===== src/rtl/if_stage.sv =====
// rtl/if_stage.sv - instruction fetch stage with IF/ID register, stall hold buffer and branch squash
module if_stage #(
  parameter logic [31:0] RESET_PC = 32'h0000_0000,
  parameter int unsigned PC_STEP  = 4
) (
  input  logic        clk,
  input  logic        rst_n,
  input  logic        brValid,
  input  logic        brCond,
  input  logic [31:0] brTarget,
  input  logic        freeze,
  output logic        imemReq,
  output logic [31:0] imemAddr,
  input  logic        imemValid,
  input  logic [31:0] imemRdata,
  output logic        ifIdValid,
  output logic [31:0] ifIdInstr,
  output logic [31:0] ifIdPc,
  output logic        misalignErr
);

  localparam logic [31:0] STEP = 32'(PC_STEP);

  typedef enum logic [1:0] {S_FETCH, S_WAIT, S_HOLD} state_t;

  state_t      state, state_nx;
  logic [31:0] pc, pc_nx;
  logic        squash, squash_nx;
  logic [31:0] hold_buf, hold_buf_nx;
  logic        id_valid_nx;
  logic [31:0] id_instr_nx, id_pc_nx;
  logic        err_nx;
  logic        redirect;
  logic [31:0] target;

  assign redirect = brValid & brCond;
  assign target   = {brTarget[31:2], 2'b00};

  // The request is gated by rst_n so it stays low while reset is held but
  // rises in the very first cycle after release.
  assign imemReq  = (state == S_FETCH) & rst_n;
  assign imemAddr = pc;

  // State register and all pipeline state; reset overrides every input.
  always_ff @(posedge clk) begin
    if (!rst_n) begin
      state       <= S_FETCH;
      pc          <= RESET_PC;
      squash      <= 1'b0;
      hold_buf    <= 32'h0;
      ifIdValid   <= 1'b0;
      ifIdInstr   <= 32'h0;
      ifIdPc      <= 32'h0;
      misalignErr <= 1'b0;
    end else begin
      state       <= state_nx;
      pc          <= pc_nx;
      squash      <= squash_nx;
      hold_buf    <= hold_buf_nx;
      ifIdValid   <= id_valid_nx;
      ifIdInstr   <= id_instr_nx;
      ifIdPc      <= id_pc_nx;
      misalignErr <= err_nx;
    end
  end

  // Next-state logic: a taken branch wins over responses and stalls.
  always_comb begin
    state_nx    = state;
    pc_nx       = pc;
    squash_nx   = squash;
    hold_buf_nx = hold_buf;
    id_valid_nx = ifIdValid;
    id_instr_nx = ifIdInstr;
    id_pc_nx    = ifIdPc;
    err_nx      = 1'b0;

    if (redirect) begin
      pc_nx       = target;
      id_valid_nx = 1'b0;
      err_nx      = |brTarget[1:0];
    end

    case (state)
      S_FETCH: begin
        state_nx = redirect ? S_FETCH : S_WAIT;
      end
      S_WAIT: begin
        if (redirect) begin
          if (imemValid) begin
            // The in-flight word is the one being discarded, so nothing is left to squash.
            state_nx  = S_FETCH;
            squash_nx = 1'b0;
          end else begin
            squash_nx = 1'b1;
          end
        end else if (imemValid) begin
          if (squash) begin
            squash_nx = 1'b0;
            state_nx  = S_FETCH;
          end else if (!freeze) begin
            id_valid_nx = 1'b1;
            id_instr_nx = imemRdata;
            id_pc_nx    = pc;
            pc_nx       = pc + STEP;
            state_nx    = S_FETCH;
          end else begin
            hold_buf_nx = imemRdata;
            state_nx    = S_HOLD;
          end
        end
      end
      S_HOLD: begin
        if (redirect) begin
          state_nx = S_FETCH;
        end else if (!freeze) begin
          id_valid_nx = 1'b1;
          id_instr_nx = hold_buf;
          id_pc_nx    = pc;
          pc_nx       = pc + STEP;
          state_nx    = S_FETCH;
        end
      end
      default: begin
        state_nx = S_FETCH;
      end
    endcase
  end

endmodule


===== config.mk =====
export PLATFORM = sky130hd
export DESIGN_NAME = if_stage
export DESIGN_NICKNAME = d
export VERILOG_FILES = /design/src/rtl/if_stage.sv
export SDC_FILE = /design/constraint.sdc
export NUM_CORES = 1
export LEC_CHECK = 0
export ABC_AREA = 0
export BUFFER_PORTS_ARGS = -buffer_cell sky130_fd_sc_hd__buf_4
export CAP_MARGIN = 20
export CORE_UTILIZATION = 45
export DETAILED_ROUTE_END_ITERATION = 10
export MAX_ROUTING_LAYER = met4
export PLACE_DENSITY = 0.75
export SYNTH_ARGS = -nofsm -noshare
export SYNTH_HDL_FRONTEND = slang
export SYNTH_SLANG_ARGS = --single-unit

===== constraint.sdc =====
create_clock -name clk -period 4.2 [get_ports clk]
set_clock_uncertainty 0.2 [all_clocks]
set_input_delay 0.21 -clock clk [delete_from_list [all_inputs] [get_ports clk]]
set_output_delay 0.21 -clock clk [all_outputs]
set_load 0.05 [all_outputs]

==> flow_summary.yaml, run 1 <==
synthesis:
  synthMuxAreaShare_pct: 6.55
  async_flop_share_pct: 0
  synth-main-ff-cell: "dfxtp_1"
  synth_compound_area_share_pct: 26.4
  synth_nets: 893
  synth_seq_cells: 133
  synth_fa_ha_area_share_pct: 0.743
  syn_area_um2: 6740
  yosysWarnings: 0
  avgSynthCellArea_um2: 8.23
  synth-simple-area-share_pct: 21.4
  synth_cells: 819
  synth_edf_count: 0
  synth_xor_area_share_pct: 0.780
  synth_top_family_by_area: "compound AO/OA/AOI/OAI gates"
  seq_area_frac_synth_pct: 39.5
  ys_types: 63
power_and_ir_drop:
  p_clk_share_pct: 39.7
  p_int_mw: 2.71
  p_per_area_nw_per_um2: 435
  vdd_drop_max_mv: 0.319
  seqPwrFrac_pct: 36.3
  p_sw_mw: 1.32
  power_frac_comb_pct: 24.0
  switching_share_pct: 32.8
  leakagePower_nw: 3.92
worst_setup_path:
  cp_max_fo: 34
  crit_type: "reg2reg"
  crit_end: "ifIdInstr[8]$_SDFFE_PN0P_"
  r2r_cells: 8
  r2r-end: "ifIdInstr[8]$_SDFFE_PN0P_"
  cp_slowest_cell: "and2_2"
  r2r_start: "state[1]$_SDFFE_PN0P_"
  worstSetupStartpoint: "state[1]$_SDFFE_PN0P_"
  r2r_slack_ns: 0.82
  required_ns: 4.31
  max_stage_delay_ns: 0.67
  crit_arrival_ns: 3.50
  endpoint_kind: "flip-flop"
  worstSetupStartpointType: "flip-flop"
  path_cells: "inv_1 > ha_1 > nor2_1 > o21a_1 > and2_2 > buf_4 > nand2_1 > o211a_1"
detailed_routing:
  viasPerCell: 5.59
  wl_um: 19500
  drtAntennaViolNets: 0
  dr.pass1.iters: 5
  drtIter0Drc: 530
  num_vias: 6748
  drc: 0
  wire_per_inst_um: 16.1
clocking:
  clkSlewWorstSetupHoldPaths_ns: 0.06
  cts.sinks: 133
  clockBufferDepth: 2
  ctsResizeCount: 0
  cts_buffers: 17
  htreeDepth: 4
  clockRootBuffer: "clkbuf_16"
  clock_latency_ns: 0.42
  cts_tree: "built"
placement:
  io_buffers: 168
  post-dp-hpwl_um: 12100
  place_congestion: 0.905
  dpl.cell_count: 1122
timing:
  slew_headroom_pct: 31.6
  hold_violations: 0
  period_needed_ns: 3.38
  max_slew.worst_pin.slew_ns: 1.02
  setup_violations: 0
  fmax_ghz: 0.296
  tns_ns: 0
  drv_slew: 0
  rsz0062_at_grt: "false"
  min_period_over_period_pct: 80.6
layout:
  nNetsFinal: 1085
  final_common_cell: "nand2_1"
  seqCellArea_um2: 2660
  n_antenna_cell: 0
  final_cell_mix: "nand2_1 (202), buf_4 (183), dfxtp_1 (133)"
  multiInputGateArea_um2: 3780
  syn2layout_area_growth_pct: 37.5
  final_cells: 1208
  nFillCells: 1253
  drive_above_1_share_pct: 22.5
grt:
  grt_pass1_vias: 6275
  grt_usage_pct: 25.9
  antenna_found_initial: 0
  grt_max_degree: 103
  grt.overflow.total: 0
  grt_pass1_wl_um: 31800
floorplanning:
  fp.dieArea_um2: 15500
  ios: 169
  initial_core_util_pct: 46.2
  rows: 44
  core_area_um2: 14600
  die_x_um: 124
  die_h_um: 124
job:
  maxCapViolCount: 0
min_path:
  hp-class: "in2reg"
  hold_depth: 3
outcome:
  status: "complete, no violations"
## final cells by class
type / count / share of cell area, %
clock buffer: 18 / 4.63
tap: 184 / 2.48
timing repair buffer: 237 / 20.7
clock inverter: 14 / 2.13
multi-input combinational: 607 / 40.8
sequential: 133 / 28.7
inverter: 15 / 0.607
## per-layer routing
layer	part of all wire, %	up-vias	GRT usage [%]
met2	49	228	43.1
met5	0	-	-
met4	0.84	0	5.24
met1	44	3186	31.7
met3	5.8	17	6.19
li1	-	3317	-
## Yosys cell counts (4+ instances only)
cell | count | area (um2)
a31oi_1 | 8 | 50.1
a21boi_0 | 68 | 510
o221ai_1 | 4 | 35.0
clkbuf_1 | 51 | 191
nand3_1 | 14 | 70.1
o2111a_1 | 8 | 90.1
buf_1 | 5 | 18.8
o211a_1 | 39 | 390
dfxtp_1 | 133 | 2660
o31ai_1 | 7 | 52.6
and2_1 | 5 | 31.3
or3_1 | 11 | 68.8
mux2i_1 | 43 | 430
a21oi_1 | 22 | 110
o21ai_0 | 32 | 160
a22oi_1 | 5 | 37.5
nand2_1 | 202 | 758
nor3_1 | 14 | 70.1
nor2_1 | 30 | 113
xnor2_1 | 4 | 35.0
ha_1 | 4 | 50.1
buf_2 | 7 | 35.0
and4_1 | 5 | 43.8
o211ai_1 | 8 | 60.1
and3_1 | 8 | 50.1
nand4_1 | 12 | 75.1
inv_1 | 15 | 56.3
## worst min-delay path by stage
stage / startpoint / endpoint / slack, ns
after floorplan: brTarget[7] / imemAddr[7]$_SDFF_PN0_ / 0.15
after global placement: hold_buf[15]$_SDFFE_PN0P_ / hold_buf[15]$_SDFFE_PN0P_ / 0.25
after detailed placement: hold_buf[16]$_SDFFE_PN0P_ / hold_buf[16]$_SDFFE_PN0P_ / 0.26
after CTS: brTarget[26] / imemAddr[26]$_SDFF_PN0_ / 0.003
after global routing: brTarget[17] / imemAddr[17]$_SDFF_PN0_ / 0.02
final: brTarget[26] / imemAddr[26]$_SDFF_PN0_ / 0.008
## power by group through the flow
stage / clock network, mW / logic [mW] / registers [mW]
after detailed placement: 0 / 0.922 / 1.49
after floorplan: 0 / 0.360 / 1.74
after global placement: 0 / 0.910 / 1.49
after CTS: 1.62 / 0.965 / 1.46
final: 1.60 / 0.969 / 1.46
after global routing: 1.68 / 1.03 / 1.48
## worst max-delay path: cells and delay by family (launching register included)
| kind | cells | cell delay [ns] |
|---|---|---|
| and+or+nand+nor | 3 | 1.29 |
| AOI/OAI and AO/OA | 2 | 0.67 |
| buffers and inverters | 2 | 0.42 |
| DFF | 1 | 0.34 |
| adders and majority gates | 1 | 0.34 |
## kinds of logic after synthesis
kind of cell / after synthesis
adder cells (fa/ha/maj): 4
flip-flops: 133
AND/OR/NAND/NOR: 319
XOR/XNOR: 6
buffers and inverters: 79
AO/OA/AOI/OAI: 234
multiplexers: 44
## state kept, by name, summed over array words and instances, names as in the netlist
signal / flops
hold_buf: 32
ifIdInstr: 32
ifIdPc: 32
ifIdValid: 1
imemAddr: 32
misalignErr: 1
squash: 1
state: 2
## timing repair
action                                  4_1_cts  5_1_grt
hold buffers                                 54        0
endpoints found under the setup margin        0        0
hold endpoints to repair                     85        0
buffers inserted                              0        0
## per-stage QoR
step | worst slack [ns] | utilization [%] | total power, mW | instance area, um2 | hold WS (ns)
after floorplan | 1.48 | - | 2.10 | 6740 | 0.146
after global placement | 1.01 | 55.5 | 2.40 | 8100 | 0.249
after detailed placement | 0.850 | 55.5 | 2.41 | 8100 | 0.256
after CTS | 0.825 | 63.5 | 4.04 | 9270 | 0.00304
after global routing | 0.519 | 63.5 | 4.19 | 9270 | 0.0194
final | 0.817 | 63.5 | 4.03 | 9270 | 0.00825
No activity file was read; power rests on OpenSTA's default activity.
==> run 2, diff against run 1 <==
--- a/config.mk
+++ b/config.mk
@@ -5,13 +5,13 @@
 export SDC_FILE = /design/constraint.sdc
 export NUM_CORES = 1
 export LEC_CHECK = 0
-export ABC_AREA = 0
+export ABC_AREA = 1
 export BUFFER_PORTS_ARGS = -buffer_cell sky130_fd_sc_hd__buf_4
 export CAP_MARGIN = 20
 export CORE_UTILIZATION = 45
 export DETAILED_ROUTE_END_ITERATION = 10
 export MAX_ROUTING_LAYER = met4
-export PLACE_DENSITY = 0.75
+export PLACE_DENSITY = 0.76
 export SYNTH_ARGS = -nofsm -noshare
 export SYNTH_HDL_FRONTEND = slang
 export SYNTH_SLANG_ARGS = --single-unit
==> constraint.sdc (replaced) <==
create_clock -name clk -period 3.3 [get_ports clk]
set_clock_uncertainty 0.2 [all_clocks]
set_input_delay 0.165 -clock clk [delete_from_list [all_inputs] [get_ports clk]]
set_output_delay 0.165 -clock clk [all_outputs]
set_load 0.05 [all_outputs]
==> run 2 against run 1 <==
Against the previous run: maximum frequency grew 27%; critical endpoint unchanged; register-to-register slack lost 0.18 ns; non-clock buffer count grew 15; largest power group is now sequential cells; routed wire length grew 7.0%; critical path type unchanged.
==> flow_summary.yaml, run 2 <==
synthesis:
  syn_area_um2: 6600
  synth_commonest_cells: "nand2_1 (211), nor2_1 (151), dfxtp_1 (133)"
  yosysMostFrequentCell: "nand2_1"
  synth_area_leaders: "dfxtp_1 (40%), nand2_1 (12%), nor2_1 (8.6%)"
  synth_top_area_share_pct: 40.4
  synth_seq_cells: 133
  synth_cells: 954
  seq_area_frac_synth_pct: 40.4
  synth-main-ff-cell: "dfxtp_1"
  async_flop_share_pct: 0
  synth_edf_count: 0
  yosysWarnings: 0
  avgSynthCellArea_um2: 6.91
  ys_types: 42
  yosys.area.top_type: "dfxtp_1"
  synth_nets: 1028
layout:
  finalCoreUtilization_pct: 65.1
  n_antenna_cell: 0
  drive_above_1_share_pct: 21.7
  final_cell_mix: "nand2_1 (211), buf_4 (180), nor2_1 (151)"
  nNetsFinal: 1241
  design_area_um2: 9180
  syn2layout_area_growth_pct: 39.2
  final_common_cell: "nand2_1"
  final_cells: 1360
power_and_ir_drop:
  p_per_area_nw_per_um2: 635
  leakagePower_nw: 3.73
  vdd_drop_max_mv: 0.403
  p_total_mw: 5.82
worst_setup_path:
  required_ns: 3.44
  endpoint_kind: "flip-flop"
  crit_type: "reg2reg"
  worstSetupStartpointType: "flip-flop"
  crit_arrival_ns: 2.81
  cp_max_fo: 64
detailed_routing:
  wl_um: 20800
  num_vias: 7403
  dr.pass1.iters: 5
  viasPerCell: 5.44
  wire_per_inst_um: 15.3
  drtAntennaViolNets: 0
  drc: 0
  drtIter0Drc: 623
placement:
  post-dp-hpwl_um: 13300
  place_congestion: 0.950
  placed_cell_area_um2: 7880
  dpl.cell_count: 1256
  dp_slack_ns: 0.712
  io_buffers: 168
floorplanning:
  initial_core_util_pct: 46.8
  core_area_um2: 14100
  die_h_um: 123
  fp.dieArea_um2: 15100
  ios: 169
  rows: 43
  die_x_um: 123
min_path:
  hp-class: "in2reg"
timing:
  tns_ns: 0
  fmax_ghz: 0.375
  drv_slew: 0
  hold_slack_ns: 0.0136
  setup_slack_ns: 0.636
  slew_headroom_pct: 45.6
  max_slew.worst_pin.slew_ns: 0.815
  setup_violations: 0
  min_period_over_period_pct: 80.7
  rsz0062_at_grt: "false"
  hold_violations: 0
  period_needed_ns: 2.66
grt:
  antenna_found_initial: 0
  grt_usage_pct: 28.8
  grt_pass1_vias: 6799
  grt.overflow.total: 0
  grt_max_degree: 65
  grt_pass1_wl_um: 33000
clocking:
  clock_latency_ns: 0.43
  clockRootBuffer: "clkbuf_16"
  clkSlewWorstSetupHoldPaths_ns: 0.06
  cts.sinks: 133
  cts_tree: "built"
  htreeDepth: 4
  clockBufferDepth: 2
  cts_buffers: 17
outcome:
  status: "complete, no violations"
job:
  maxCapViolCount: 0
==> run 2: cell types whose count changed in the layout (fill, tap and decap cells not counted), sizes merged, moves of 17 or more <==
cell	previous run	this run
a21boi	68	0
a21oi	22	72
a31oi	8	34
dlygate4sd3	54	72
inv	20	44
mux2i	43	0
nand3	14	46
nor2	30	161
o211a	39	0
o21ai	35	119
or2	0	17
==> run 2: layer usage <==
metal / part of all wire, % / GRT usage [%] / wire length, um
met5: 0 / - / 0
met4: 3.3 / 13.0 / 683
met3: 8.4 / 5.49 / 1740
met2: 46 / 45.2 / 9480
met1: 43 / 36.0 / 8930
==> run 2: kinds of logic (layout without fill, tap and decap cells) <==
logic type / Yosys count / in the layout / share of synthesized area [%]
xor+xnor: 7 / 7 / 0.930
buf+inv: 99 / 325 / 6.96
compound gates: 256 / 256 / 21.8
fa+ha+maj: 4 / 4 / 0.759
simple gates: 455 / 455 / 29.2
flops: 133 / 133 / 40.4
==> run 2: report_power, final <==
| part | switching (mW) | leakage [nW] | internal (mW) |
|---|---|---|---|
| clock | 0.757 | 0.284 | 1.08 |
| sequential | 0.221 | 1.09 | 1.81 |
| combinational | 1.33 | 2.36 | 0.622 |
| total | 2.31 | 3.73 | 3.52 |
==> run 2: timing repair <==
item / in CTS / in global routing
hold endpoints to repair: 92 / 0
setup buffers: 0 / 0
gates resized for setup: 0 / 0
hold buffers: 72 / 0
==> run 2: worst max-delay path: stages, from the launching register on <==
cell     delay (ns)
dfxtp_1        0.33
inv_1          0.08
ha_1           0.31
nor2_4         0.23
nor2_4         0.08
inv_4          0.30
nand2_2        0.13
inv_4          0.11
nand2_4        0.09
inv_6          0.34
o21ai_1        0.15
a31oi_1        0.21
==> run 2: worst paths after layout <==
path | startpoint | endpoint | slack [ns] | depth (start not counted)
worst max register to register | state[0]$_SDFFE_PN0P_ | ifIdInstr[8]$_SDFFE_PN0P_ | 0.64 | 11
worst min register to register | ifIdPc[24]$_SDFFE_PN0P_ | ifIdPc[24]$_SDFFE_PN0P_ | 0.26 | 2
worst min-delay path | brTarget[22] | imemAddr[22]$_SDFF_PN0_ | 0.01 | 4
worst max-delay path | state[0]$_SDFFE_PN0P_ | ifIdInstr[8]$_SDFFE_PN0P_ | 0.64 | 11
==> run 2: area by class of cell <==
class	count	area (um2)
fill	1208	4920
multi-input combinational	722	3480
sequential	133	2660
timing repair buffer	252	2070
clock buffer	19	453
tap	180	225
inverter	41	164
clock inverter	13	123
==> run 3, diff against run 2 <==
==> constraint.sdc (replaced) <==
create_clock -name clk -period 2.59 [get_ports clk]
set_clock_uncertainty 0.2 [all_clocks]
set_input_delay 0.1295 -clock clk [delete_from_list [all_inputs] [get_ports clk]]
set_output_delay 0.1295 -clock clk [all_outputs]
set_load 0.05 [all_outputs]
==> run 3 against run 2 <==
Against the previous run: non-clock buffer count is 1 higher; largest power group unchanged; final cell count is the same; clock-buffer cell count is the same; critical endpoint is now imemAddr[22]$_SDFF_PN0_.
==> flow_summary.yaml, run 3 (synthesis gave the netlist of run 2 again) <==
outcome:
  status: "complete, no violations"
floorplanning:
  die_h_um: 123
  initial_core_util_pct: 46.8
  rows: 43
  die_x_um: 123
  fp.dieArea_um2: 15100
  ios: 169
  core_area_um2: 14100
worst_setup_path:
  endpoint_kind: "flip-flop"
  cp_max_fo: 14
  required_ns: 2.75
  crit_type: "reg2reg"
  worstSetupStartpointType: "flip-flop"
  max_stage_delay_ns: 0.57
  crit_arrival_ns: 2.64
  cp_common_cell: "inv_1"
  r2r_slack_ns: 0.11
  path_cells: "inv_1 > ha_2 > inv_1 > a21oi_2 > inv_1 > buf_4 > nor2_1 > nor2_1 > a21oi_1 > dlygate4sd3_1"
  cp_slowest_cell: "dlygate4sd3_1"
layout:
  design_area_um2: 9240
  syn2layout_area_growth_pct: 40.2
  final_cell_mix: "nand2_1 (210), buf_4 (183), nor2_1 (151)"
  final_cells: 1360
  nFillCells: 1197
  nNetsFinal: 1242
  seqCellArea_um2: 2670
  multiInputGateArea_um2: 3490
  final_common_cell: "nand2_1"
  drive_above_1_share_pct: 22.4
  n_antenna_cell: 0
grt:
  grt_pass1_vias: 6865
  grt_pass1_wl_um: 34100
  grt_max_degree: 65
  antenna_found_initial: 0
  grt_usage_pct: 29.7
  grt.overflow.total: 0
timing:
  fmax_ghz: 0.404
  setup_violations: 0
  rsz0062_at_grt: "false"
  max_slew.worst_pin.slew_ns: 0.592
  setup_slack_ns: 0.112
  hold_violations: 0
  tns_ns: 0
  drv_slew: 0
  slew_headroom_pct: 60.4
  period_needed_ns: 2.48
  min_period_over_period_pct: 95.7
detailed_routing:
  drtAntennaViolNets: 0
  dr.pass1.iters: 5
  wl_um: 21300
  viasPerCell: 5.42
  drtIter0Drc: 772
  num_vias: 7372
  drc: 0
  wire_per_inst_um: 15.7
clocking:
  clockRootBuffer: "clkbuf_16"
  clock_latency_ns: 0.42
  clockBufferDepth: 2
  clkSlewWorstSetupHoldPaths_ns: 0.06
  cts_buffers: 17
  htreeDepth: 4
  postCtsSetupBuffers: 0
  cts.sinks: 133
  cts_tree: "built"
placement:
  place_congestion: 0.960
  dp_slack_ns: 0.362
  post-dp-hpwl_um: 13700
  dpl.cell_count: 1261
  placed_cell_area_um2: 7940
  io_buffers: 168
power_and_ir_drop:
  p_per_area_nw_per_um2: 822
  leakagePower_nw: 3.75
  vdd_drop_max_mv: 0.503
min_path:
  hp-class: "in2reg"
job:
  maxCapViolCount: 0
==> run 3: critical path: cells and delay by family (launching register included) <==
| family | cells | cell delay, ns |
|---|---|---|
| buffers and inverters | 5 | 1.06 |
| AO/OA/AOI/OAI | 2 | 0.45 |
| flip-flops | 1 | 0.31 |
| adder cells (fa/ha/maj) | 1 | 0.25 |
| AND/OR/NAND/NOR | 2 | 0.16 |
==> run 3: where the power goes <==
group          switching [mW]  internal, mW  total (mW)  leakage (nW)
Clock                   0.921          1.56        2.48         0.291
Combinational            1.71         0.819        2.52          2.38
Sequential              0.284          2.31        2.59          1.09
Total                    2.91          4.69        7.60          3.75
==> run 3: final cells by class <==
| class | count | area share (%) |
|---|---|---|
| clock buffers | 19 | 4.90 |
| repair buffers | 253 | 22.7 |
| clock inverters | 12 | 1.66 |
| inverters | 41 | 1.77 |
| flip-flops and latches | 133 | 28.8 |
| multi-input cells | 722 | 37.7 |
| well taps | 180 | 2.44 |
==> run 3: path summary, 6_finish.rpt <==
path	from	depth (start not counted)	end
max reg2reg	state[1]$_SDFFE_PN0P_	10	imemAddr[22]$_SDFF_PN0_
min	freeze	4	imemAddr[12]$_SDFF_PN0_
max	state[1]$_SDFFE_PN0P_	10	imemAddr[22]$_SDFF_PN0_
min reg2reg	ifIdPc[11]$_SDFFE_PN0P_	2	ifIdPc[11]$_SDFFE_PN0P_
==> run 3: metrics by stage <==
step	power [mW]	util [%]	hold slack, ns
after global placement	4.98	56.4	0.168
after global routing	7.92	65.6	0.0362
after CTS	7.57	65.5	0.00980
after floorplan	4.28	-	0.0811
final	7.60	65.6	0.0238
after detailed placement	5.01	56.4	0.181
==> run 3: timing repair <==
action | CTS | global route
gates resized for setup | 0 | 6
setup endpoints to repair | 0 | 3
hold endpoints to repair | 98 | 0
hold buffers | 68 | 0
==> run 3: metal layers <==
metal  up-vias  part of all wire (%)  track usage [%]
met4         0                   2.9             11.9
li1       3646                     -                -
met5         -                     0                -
met3        53                   6.4             6.27
met2       288                    47             46.8
met1      3385                    44             37.2
